`src/rtl/serial_byte_reader_if.sv`:
```
// Bus between a serial line front end and the parallel word consumer.
// master drives start and the raw serial lines; slave returns the captured word.
`timescale 1ns/1ps
interface serial_byte_reader_if #(
    parameter int BUF_SIZE = 8
);
    logic                start;
    logic                sig;
    logic                data_in;
    logic                edge_sig;
    logic [BUF_SIZE-1:0] data_out;
    logic                done_sig;

    modport master (
        output start, sig, data_in,
        input  edge_sig, data_out, done_sig
    );

    modport slave (
        input  start, sig, data_in,
        output edge_sig, data_out, done_sig
    );
endinterface

```
`src/rtl/serial_byte_reader.sv`:
```
// Captures an MSB-first serial word on a synchronised serial clock edge
// and presents the last completed word in parallel.
`timescale 1ns/1ps
module serial_byte_reader #(
    parameter int BUF_SIZE  = 8,
    parameter bit FALL_EDGE = 1'b0
) (
    input logic                  sys_clk,
    input logic                  rst,
    serial_byte_reader_if.slave  bus
);
    localparam int CW = $clog2(BUF_SIZE) + 1;

    typedef enum logic {
        IDLE,
        READ
    } state_t;

    state_t              state_q;
    logic                sig_s1_q;
    logic                sig_s2_q;
    logic                sig_prev_q;
    logic                din_s1_q;
    logic                din_s2_q;
    logic                edge_q;
    logic                edge_d;
    logic                done_q;
    logic [BUF_SIZE-1:0] shift_q;
    logic [BUF_SIZE-1:0] shift_d;
    logic [BUF_SIZE-1:0] data_q;
    logic [CW-1:0]       cnt_q;

    // Data uses the same two-flop depth as the clock so bits stay aligned.
    always_ff @(posedge sys_clk or posedge rst) begin
        if (rst) begin
            sig_s1_q   <= 1'b0;
            sig_s2_q   <= 1'b0;
            sig_prev_q <= 1'b0;
            din_s1_q   <= 1'b0;
            din_s2_q   <= 1'b0;
            edge_q     <= 1'b0;
        end else begin
            sig_s1_q   <= bus.sig;
            sig_s2_q   <= sig_s1_q;
            sig_prev_q <= sig_s2_q;
            din_s1_q   <= bus.data_in;
            din_s2_q   <= din_s1_q;
            edge_q     <= edge_d;
        end
    end

    assign edge_d = FALL_EDGE ? (sig_prev_q & ~sig_s2_q)
                              : (~sig_prev_q & sig_s2_q);

    assign shift_d = {shift_q[BUF_SIZE-2:0], din_s2_q};

    always_ff @(posedge sys_clk or posedge rst) begin
        if (rst) begin
            state_q <= IDLE;
            shift_q <= '0;
            cnt_q   <= '0;
            data_q  <= '0;
            done_q  <= 1'b1;
        end else begin
            unique case (state_q)
                IDLE: begin
                    if (bus.start) begin
                        shift_q <= '0;
                        cnt_q   <= '0;
                        done_q  <= 1'b0;
                        state_q <= READ;
                    end
                end
                READ: begin
                    if (edge_q) begin
                        shift_q <= shift_d;
                        cnt_q   <= cnt_q + 1'b1;
                        if (cnt_q == CW'(BUF_SIZE - 1)) begin
                            data_q  <= shift_d;
                            done_q  <= 1'b1;
                            state_q <= IDLE;
                        end
                    end
                end
                default: state_q <= IDLE;
            endcase
        end
    end

    assign bus.edge_sig = edge_q;
    assign bus.data_out = data_q;
    assign bus.done_sig = done_q;
endmodule

```
`src/flat_wrapper.sv`:
```
// flat-port wrapper written by rule: the top's interface ports become plain ports
module serial_byte_reader_flat 
#(
    parameter int BUF_SIZE  = 8,
    parameter bit FALL_EDGE = 1'b0
)
  (sys_clk, rst, bus_start, bus_sig, bus_data_in, bus_edge_sig, bus_data_out, bus_done_sig);
  serial_byte_reader_if #(.BUF_SIZE(BUF_SIZE)) bus_i ();
  input logic sys_clk;
  input logic rst;
  input wire logic [$bits(bus_i.start)-1:0] bus_start;
  input wire logic [$bits(bus_i.sig)-1:0] bus_sig;
  input wire logic [$bits(bus_i.data_in)-1:0] bus_data_in;
  output wire logic [$bits(bus_i.edge_sig)-1:0] bus_edge_sig;
  output wire logic [$bits(bus_i.data_out)-1:0] bus_data_out;
  output wire logic [$bits(bus_i.done_sig)-1:0] bus_done_sig;
  assign bus_i.start = bus_start;
  assign bus_i.sig = bus_sig;
  assign bus_i.data_in = bus_data_in;
  assign bus_edge_sig = bus_i.edge_sig;
  assign bus_data_out = bus_i.data_out;
  assign bus_done_sig = bus_i.done_sig;
  serial_byte_reader #(.BUF_SIZE(BUF_SIZE), .FALL_EDGE(FALL_EDGE)) u_core (.sys_clk(sys_clk), .rst(rst), .bus(bus_i));
endmodule
```
`config.mk`:
```
export PLATFORM = sky130hd
export DESIGN_NAME = serial_byte_reader_flat
export DESIGN_NICKNAME = d
export VERILOG_FILES = /design/src/rtl/serial_byte_reader_if.sv /design/src/rtl/serial_byte_reader.sv /design/src/flat_wrapper.sv
export SDC_FILE = /design/constraint.sdc
export NUM_CORES = 1
export LEC_CHECK = 0
export ABC_AREA = 1
export CAP_MARGIN = 10
export CORE_MARGIN = 5
export CORE_UTILIZATION = 30
export DETAILED_ROUTE_END_ITERATION = 8
export PLACE_DENSITY = 0.54
export SETUP_SLACK_MARGIN = 0.3
export SLEW_MARGIN = 20
export SYNTH_ARGS = -nofsm -noshare
export SYNTH_HDL_FRONTEND = slang
export SYNTH_SLANG_ARGS = --single-unit
```
`constraint.sdc`:
```
create_clock -name sys_clk -period 1.33 [get_ports sys_clk]
set_input_delay 0.1995 -clock sys_clk [delete_from_list [all_inputs] [get_ports sys_clk]]
set_output_delay 0.1995 -clock sys_clk [all_outputs]
set_load 0.05 [all_outputs]
```
==> results of run 1 <==
-- cells by family after synthesis --
logic type / count (synthesis) / share of synthesized area [%]
AO/OA/AOI/OAI: 11 / 6.45
adder cells (fa/ha/maj): 1 / 1.19
buffers and inverters: 13 / 5.38
flip-flops: 27 / 64.6
AND/OR/NAND/NOR: 49 / 22.3
-- power by group through the flow --
stage / clock (mW) / sequential, mW / combinational [mW]
after CTS: 0.357 / 1.31 / 1.47
after detailed placement: 0 / 1.32 / 1.34
final: 0.342 / 1.33 / 1.60
after floorplan: 0 / 1.64 / 0.348
after global placement: 0 / 1.31 / 1.31
after global routing: 0.401 / 1.37 / 1.70
-- cell usage in the layout, fill, tap and decap left out, types with 4 or more instances in the layout --
cell	n
inv_1	9
dfrtp_1	24
nand2_4	4
clkdlybuf4s50_1	4
buf_4	7
buf_12	11
nor2_1	7
buf_6	4
nand2_1	25
-- metrics by stage --
stage	utilization, %	cell area [sq um]
floorplan	-	1060
global placement	40.7	1370
detailed placement	40.7	1370
CTS	43.2	1450
global route	48.3	1620
finish	48.3	1620
-- sequential cells by signal (all words and copies together) (netlist names) --
| signal | flops |
|---|---|
| u_core.bus.data_out | 8 |
| u_core.shift_q | 7 |
| u_core.bus.edge_sig | 1 |
| u_core.state_q | 1 |
| u_core.din_s1_q | 1 |
| u_core.cnt_q | 4 |
| u_core.bus.done_sig | 1 |
| u_core.din_s2_q | 1 |
| u_core.sig_prev_q | 1 |
| u_core.sig_s2_q | 1 |
| u_core.sig_s1_q | 1 |
-- worst register-to-register path, cell delays in order (launching register included) --
cell and delay [ps]:
dfrtp_1 450, ha_4 200, nand2_4 60, nor2_4 160, nand2_4 110, nand2_1 70, nand2_1 40
-- area by class of cell --
| type | count | area share (%) |
|---|---|---|
| Timing Repair Buffer | 26 | 22.0 |
| Multi-Input combinational cell | 64 | 28.0 |
| Inverter | 12 | 2.93 |
| Clock buffer | 4 | 1.62 |
| Sequential cell | 27 | 41.8 |
| Tap cell | 46 | 3.54 |
-- path summary, 6_finish.rpt --
| path | startpoint | to | depth (start not counted) |
|---|---|---|---|
| worst max-delay path | u_core.bus.done_sig | bus_done_sig | 1 |
| worst min-delay path | rst | u_core.shift_q[4] | 2 |
| worst max register to register | u_core.cnt_q[0] | u_core.bus.data_out[6] | 6 |
| worst min register to register | u_core.din_s1_q | u_core.din_s2_q | 0 |
| max in group asynchronous | rst | u_core.bus.data_out[7] | 3 |
| min in group sys_clk | bus_data_in | u_core.din_s1_q | 1 |
-- layer usage --
layer  vias up  wire (um)
li1        387          -
met1       358        988
met2        14       1100
met3         2         74
met4         0         19
met5         -          0
-- timing repair --
action	in CTS	in global routing
buffers inserted	4	5
endpoints found under the hold margin	0	0
endpoints found under the setup margin	20	28
gates resized for setup	3	23
pin swaps	2	6
cloned	1	2
==> flow_summary_export.csv, run 1 <==
group,metric,value,unit
final_layout,seq_area,679,sq um
floorplan,fp.dieW,69.1,um
route,drc,0,
grt,gr-usage-met3,2.33,%
grt,grt_overflow_total,0,
final_layout,fillers,344,
floorplan,io_pins,15,
placed_design,numPlacedInstances,163,
grt,grt_max_degree,16,
setup_path,arrival,1030,ps
floorplan,start_util,31.1,%
floorplan,rows,21,
setup_path,crit_chain,"buf_12",
outcome,status,"complete, no violations",
final_layout,nets,140,
floorplan,die-area,4770,sq um
final_layout,area_delta_synth_final,55.1,%
power,p_leak,0.770,nW
power,combPwrFrac,48.8,%
logic_synthesis,ys.flop_type,"dfrtp_1",
logic_synthesis,synth_cell_types,19,
route,wl_per_cell,12.2,um
route,vias_per_cell,4.25,
clocking,htree_levels,1,
final_layout,layout-drive-gt1-share,39.8,%
setup_path,crit_path_max_incr_delay,580,ps
grt,met2_usage,15.6,%
logic_synthesis,avgSynthCellArea,10.4,sq um
power,vdd_drop_max,0.581,mV
grt,antenna_found_initial,0,
route,dr.first_iter.drc_count,19,
route,via_count,761,
clocking,clock_latency,310,ps
timing,setup_ws,105,ps
logic_synthesis,synth-seq-area-share,64.6,%
timing,tns,0,ps
clocking,cts_root_buf,"clkbuf_4",
final_layout,fin_cells,179,
setup_path,critPathTopFamily,"flip-flops",
power,p_total,3.27,mW
route,ant_nets,0,
timing,finalHoldViolations,0,
setup_path,crit_fanout,2,
clocking,holdBufCountCts,0,
logic_synthesis,yosys_warnings,0,
timing,period_minus_slack,1220,ps
logic_synthesis,synth.most_common_cell,"nand2_1",
power,power_frac_seq,40.8,%
timing,whs,86.7,ps
logic_synthesis,synth_edf_count,0,
timing,fin_crit_sh,92.1,%
setup_path,cp.buffers_inverters,1,
floorplan,core_area,3360,sq um
timing,rsz0062_at_grt,"yes",
logic_synthesis,synth_area,1050,sq um
setup_path,end_kind,"primary output",
power,power.density,2010,nW/um^2
logic_synthesis,synth-seq-cells,27,
run,max-cap-violations,0,
min_path,hp-class,"input pin to async pin",
logic_synthesis,async_flop_share,100,%
logic_synthesis,synth_top_area_share,62.1,%
placed_design,hpwl,1480,um
placed_design,gp_congestion,0.782,
setup_path,critPathRequiredTime,1130,ps
route,routed_wirelength,2180,um
timing,worst_pin_slew,336,ps
power,clkPwrFrac,10.4,%
power,switchingPower,1.30,mW
timing,setup_viol,0,
logic_synthesis,syn_inst,101,
clocking,clock_path_buffers,2,
grt,grtUsageMet1,10.4,%
placed_design,post-place-ws,137,ps
grt,grtUsageTotal,8.92,%
final_layout,num_antenna_cells,0,
grt,grt_pass1_vias,759,
setup_path,crit_path_top_delay_cell,"dfstp_2",
timing,drv_slew,0,
logic_synthesis,synthTopCellsByArea,"dfrtp_1 62%, nand2_1 10%, inv_1 3.9%",
timing,fin_skew,2.02,ps
clocking,cts_buffers,3,
placed_design,numPortBuffers,14,
power,swShare,39.6,%
logic_synthesis,synth_fp_nets,107,
floorplan,fp.dieH,69.1,um
final_layout,multi_input_area,455,sq um
setup_path,start_kind,"register",
clocking,clk_pin_slew,140,ps
clocking,cts_tree,"built",
logic_synthesis,synthTopCellsByCount,"28 x nand2_1, 26 x dfrtp_1, 11 x inv_1",
clocking,cts_sinks,27,
timing,maxSlewHeadroom,77.6,%
setup_path,reg2reg_slack,150,ps
power,p_int,1.98,mW
timing,max_freq,817,MHz
grt,grt_pass1_wl,3480,um
setup_path,critical_path_class,"register to primary output",
logic_synthesis,synth_top_area_cell,"dfrtp_1",
route,drt_pass1_iterations,4,
grt,top_usage_layer,"met2",
Note: power is estimated with default switching activity, not from simulation.
==> inputs of run 2 (changes only) <==
Settings changed: REMOVE_ABC_BUFFERS from default to 1.
==> run 2 against run 1 <==
Net effect:
- sequential power about the same
- routed wire length decreased by 3.0%
- critical path depth unchanged
- hold slack better by 85 ps
- cell count decreased by 1.1%
- first-iteration DRC count is 47% lower
- worst setup slack got worse by 35 ps
- critical endpoint unchanged
- largest power group unchanged
==> flow_summary_export.csv, run 2 (same netlist as run 1, synthesis figures left out) <==
group,metric,value,unit
outcome,status,"complete, no violations",
setup_path,crit_chain,"buf_12",
timing,fin_skew,7.73,ps
setup_path,critPathRequiredTime,1130,ps
final_layout,final_area,1570,sq um
timing,period_minus_slack,1260,ps
power,p_total,3.32,mW
route,ant_nets,0,
setup_path,crit_fanout,2,
final_layout,largest_reg_flops,8,
clocking,cts_sinks,27,
route,drc,0,
timing,whs,172,ps
clocking,clock_path_buffers,2,
final_layout,nets,138,
clocking,cts_root_buf,"clkbuf_4",
placed_design,hpwl,1300,um
clocking,clock_latency,330,ps
final_layout,area_delta_synth_final,50.3,%
setup_path,start_kind,"register",
setup_path,critical_path_class,"register to primary output",
timing,fin_crit_sh,94.7,%
floorplan,core_area,3360,sq um
grt,antenna_found_initial,0,
timing,worst_pin_slew,324,ps
timing,maxSlewHeadroom,78.4,%
final_layout,multi_input_area,413,sq um
floorplan,die-area,4770,sq um
setup_path,reg2reg_from,"u_core.cnt_q[1]",
final_layout,seq_area,679,sq um
timing,rsz0062_at_grt,"yes",
final_layout,layout-drive-gt1-share,39.7,%
final_layout,final_common_cell,"dfrtp_1",
power,power.density,2110,nW/um^2
run,max-cap-violations,0,
final_layout,final_cell_mix,"24 x dfrtp_1, 20 x nand2_1, 11 x buf_12",
setup_path,arrival,1060,ps
route,wl_per_cell,11.9,um
route,vias_per_cell,4.40,
grt,grt_pass1_vias,809,
placed_design,numPortBuffers,14,
floorplan,fp.dieH,69.1,um
floorplan,rows,21,
power,p_leak,0.747,nW
final_layout,num_antenna_cells,0,
floorplan,fp.dieW,69.1,um
setup_path,crit_path_top_delay_cell,"dfstp_2",
timing,tns,0,ps
clocking,clk_pin_slew,160,ps
route,via_count,778,
timing,drv_slew,0,
clocking,cts_tree,"built",
timing,setup_viol,0,
route,drt_pass1_iterations,2,
floorplan,io_pins,15,
clocking,htree_levels,1,
grt,grt_pass1_wl,3610,um
clocking,holdBufCountCts,0,
setup_path,critPathTopFamily,"flip-flops",
setup_path,end_kind,"primary output",
clocking,cts_buffers,3,
setup_path,crit_path_max_incr_delay,590,ps
timing,max_freq,794,MHz
timing,setup_ws,70.6,ps
grt,grt_overflow_total,0,
placed_design,dpl-instance-area,1360,sq um
floorplan,start_util,31.1,%
grt,grt_max_degree,28,
power,vdd_drop_max,0.926,mV
route,routed_wirelength,2110,um
placed_design,gp_congestion,0.818,
timing,finalHoldViolations,0,
setup_path,cp.buffers_inverters,1,
final_layout,fillers,340,
setup_path,cp-startpoint,"u_core.bus.done_sig",
grt,grtUsageTotal,9.28,%
route,dr.first_iter.drc_count,10,
placed_design,post-place-ws,122,ps
min_path,hp-class,"input pin to async pin",
## run 2: cell count changes in the layout (fill, tap and decap cells not counted), moves of 2 or more
cell,previous run,this run
nand2_1,25,20
nand2_8,3,1
o22ai_2,3,0
nand2_2,3,9
o22ai_1,2,5
## run 2: repair_timing
action | in CTS | in global routing
pin swaps | 9 | 6
setup buffers | 3 | 6
cloned | 2 | 0
setup endpoints to repair | 28 | 28
gates resized for setup | 10 | 16
## run 2: path summary, 6_finish.rpt
path	endpoint	slack, ps	cells after the start
max in group asynchronous	u_core.bus.done_sig	930	3
min reg2reg	u_core.din_s2_q	370	0
min	u_core.bus.data_out[6]	170	3
max	bus_done_sig	70	1
max reg2reg	u_core.bus.data_out[0]	120	6
min in group sys_clk	u_core.sig_s1_q	290	1
## run 2: cell type report
type                    count  area share [%]
clock buffers               3            1.43
multi-input cells          63            26.2
repair buffers             25            22.0
inverters                  12            3.02
clock inverters             1           0.477
flip-flops and latches     27            43.2
well taps                  46            3.66
## run 2: layer usage
layer / vias to the layer above / track usage (%) / share of wire (%)
li1: 379 / - / -
met1: 382 / 10.9 / 43
met2: 13 / 15.8 / 52
met3: 4 / 2.33 / 2.9
met4: 0 / 4.34 / 1.8
met5: - / 0 / 0
## run 2: per-stage QoR
step           std cells  util, %
2_1_floorplan        100        -
3_3_place_gp         162     40.5
6_report             177     46.8
4_1_cts              171     43.7
3_5_place_dp         162     40.5
5_1_grt              177     46.8
## run 2: power breakdown
group / switching, mW / internal, mW
Sequential: 0.260 / 1.07
Combinational: 0.813 / 0.806
Clock: 0.256 / 0.115
==> inputs of run 3 (changes only) <==
Settings changed: HOLD_SLACK_MARGIN from default to 0.05, SETUP_SLACK_MARGIN 0.3 to 0.05.
==> run 3 against run 2 <==
Net effect:
- clock-buffer cell count is the same
- total power down 8.2%
- worst setup slack improved by 6.6 ps
- first-iteration DRC count up 30%
- register-to-register slack improved by 30 ps
- sequential power barely moved
- clock skew barely moved
- critical path depth did not move
- largest power group unchanged
==> flow_summary_export.csv, run 3 (same netlist as run 1, synthesis figures left out) <==
group,metric,value,unit
floorplan,rows,21,
power,p_total,3.05,mW
placed_design,gp_congestion,0.818,
timing,tns,0,ps
route,wl_met1,881,um
floorplan,fp.dieH,69.1,um
setup_path,critPathRequiredTime,1130,ps
setup_path,critPathTopFamily,"flip-flops",
setup_path,crit_chain,"buf_12",
clocking,clock_latency,330,ps
timing,max_freq,798,MHz
grt,grtUsageTotal,8.58,%
setup_path,crit_fanout,2,
final_layout,largest_reg_flops,8,
setup_path,critical_path_class,"register to primary output",
power,power.density,2120,nW/um^2
outcome,status,"complete, no violations",
placed_design,post-place-ws,122,ps
min_path,hp-class,"input pin to async pin",
timing,period_minus_slack,1250,ps
setup_path,cp.buffers_inverters,1,
grt,antenna_found_initial,0,
clocking,cts_buffers,3,
clocking,clock_path_buffers,2,
route,wl_per_cell,11.6,um
route,ant_nets,0,
final_layout,nets,129,
grt,grt_pass1_wl,3390,um
clocking,cts_sinks,27,
grt,grt_pass1_vias,760,
route,highest_layer,"met4",
timing,fin_skew,8.08,ps
floorplan,start_util,31.1,%
route,vias_per_cell,4.26,
route,via_count,715,
clocking,cts_tree,"built",
clocking,htree_levels,1,
final_layout,num_antenna_cells,0,
route,routed_wirelength,1940,um
timing,setup_viol,0,
final_layout,fin_cells,168,
floorplan,die-area,4770,sq um
setup_path,arrival,1050,ps
final_layout,layout-drive-gt1-share,25.4,%
final_layout,final_cell_mix,"28 x nand2_1, 26 x dfrtp_1, 11 x inv_1, 11 x buf_12, 8 x nor2_1",
final_layout,area_delta_synth_final,37.0,%
final_layout,final_common_cell,"nand2_1",
route,drt_pass1_iterations,4,
route,wl_met2,955,um
run,max-cap-violations,0,
power,p_leak,0.678,nW
timing,fin_crit_sh,94.2,%
route,wl_met3,65,um
floorplan,fp.dieW,69.1,um
grt,grt_max_degree,28,
setup_path,crit_path_max_incr_delay,590,ps
clocking,clk_pin_slew,150,ps
placed_design,numPortBuffers,14,
floorplan,io_pins,15,
timing,drv_slew,0,
placed_design,numPlacedInstances,162,
grt,grt_overflow_total,0,
placed_design,hpwl,1300,um
setup_path,start_kind,"register",
route,dr.first_iter.drc_count,13,
power,vdd_drop_max,0.918,mV
route,drc,0,
timing,worst_pin_slew,231,ps
timing,rsz0062_at_grt,"yes",
timing,maxSlewHeadroom,84.6,%
timing,finalHoldViolations,0,
floorplan,core_area,3360,sq um
clocking,cts_root_buf,"clkbuf_4",
timing,setup_ws,77.2,ps
setup_path,crit_path_top_delay_cell,"dfstp_2",
setup_path,end_kind,"primary output",
==> run 3: cell types whose count changed in the layout (fill, tap and decap cells not counted), sizes merged <==
cell	change
buf	-8
nand2	-1
==> run 3: where the power goes <==
group	switching (mW)	internal [mW]
clock network	0.244	0.115
logic	0.723	0.649
registers	0.248	1.07
total	1.22	1.83
==> run 3: path summary, 6_finish.rpt <==
| check | from | endpoint | slack [ps] | depth (start not counted) |
|---|---|---|---|---|
| max | u_core.bus.done_sig | bus_done_sig | 80 | 1 |
| min | rst | u_core.bus.data_out[6] | 180 | 3 |
| max reg2reg | u_core.cnt_q[0] | u_core.bus.data_out[1] | 150 | 6 |
| min reg2reg | u_core.din_s1_q | u_core.din_s2_q | 360 | 0 |
| max in group asynchronous | rst | u_core.bus.done_sig | 930 | 3 |
| min in group sys_clk | bus_sig | u_core.sig_s1_q | 290 | 1 |
==> run 3: routing by layer <==
metal	vias to the layer above	global-route usage (%)
met2	13	13.9
li1	358	-
met3	4	2.33
met1	340	10.9
met4	0	3.25
met5	-	0
==> run 3: area by class of cell <==
cell class / instances / area, sq um
multi-input cells: 62 / 350
inverters: 12 / 45.0
fillers: 347 / 1930
clock buffers: 3 / 22.5
well taps: 46 / 57.6
clock inverters: 1 / 7.51
flip-flops and latches: 27 / 677
repair buffers: 17 / 275
==> run 3: worst min-delay path, delay by kind of cell <==
family	cells	cell delay, ps
buf+inv	3	670
==> run 3: per-stage QoR <==
step	area, sq um	hold slack, ps	utilization, %
2_1_floorplan	1040	231	-
3_3_place_gp	1360	334	40.5
3_5_place_dp	1360	335	40.5
4_1_cts	1390	175	41.4
5_1_grt	1440	177	42.7
6_report	1440	176	42.7
==> run 3: repair_timing <==
action,4_1_cts,5_1_grt
hold endpoints to repair,0,0
hold buffers,0,0
endpoints found under the setup margin,0,10
resized for setup,0,5
setup buffers,0,1
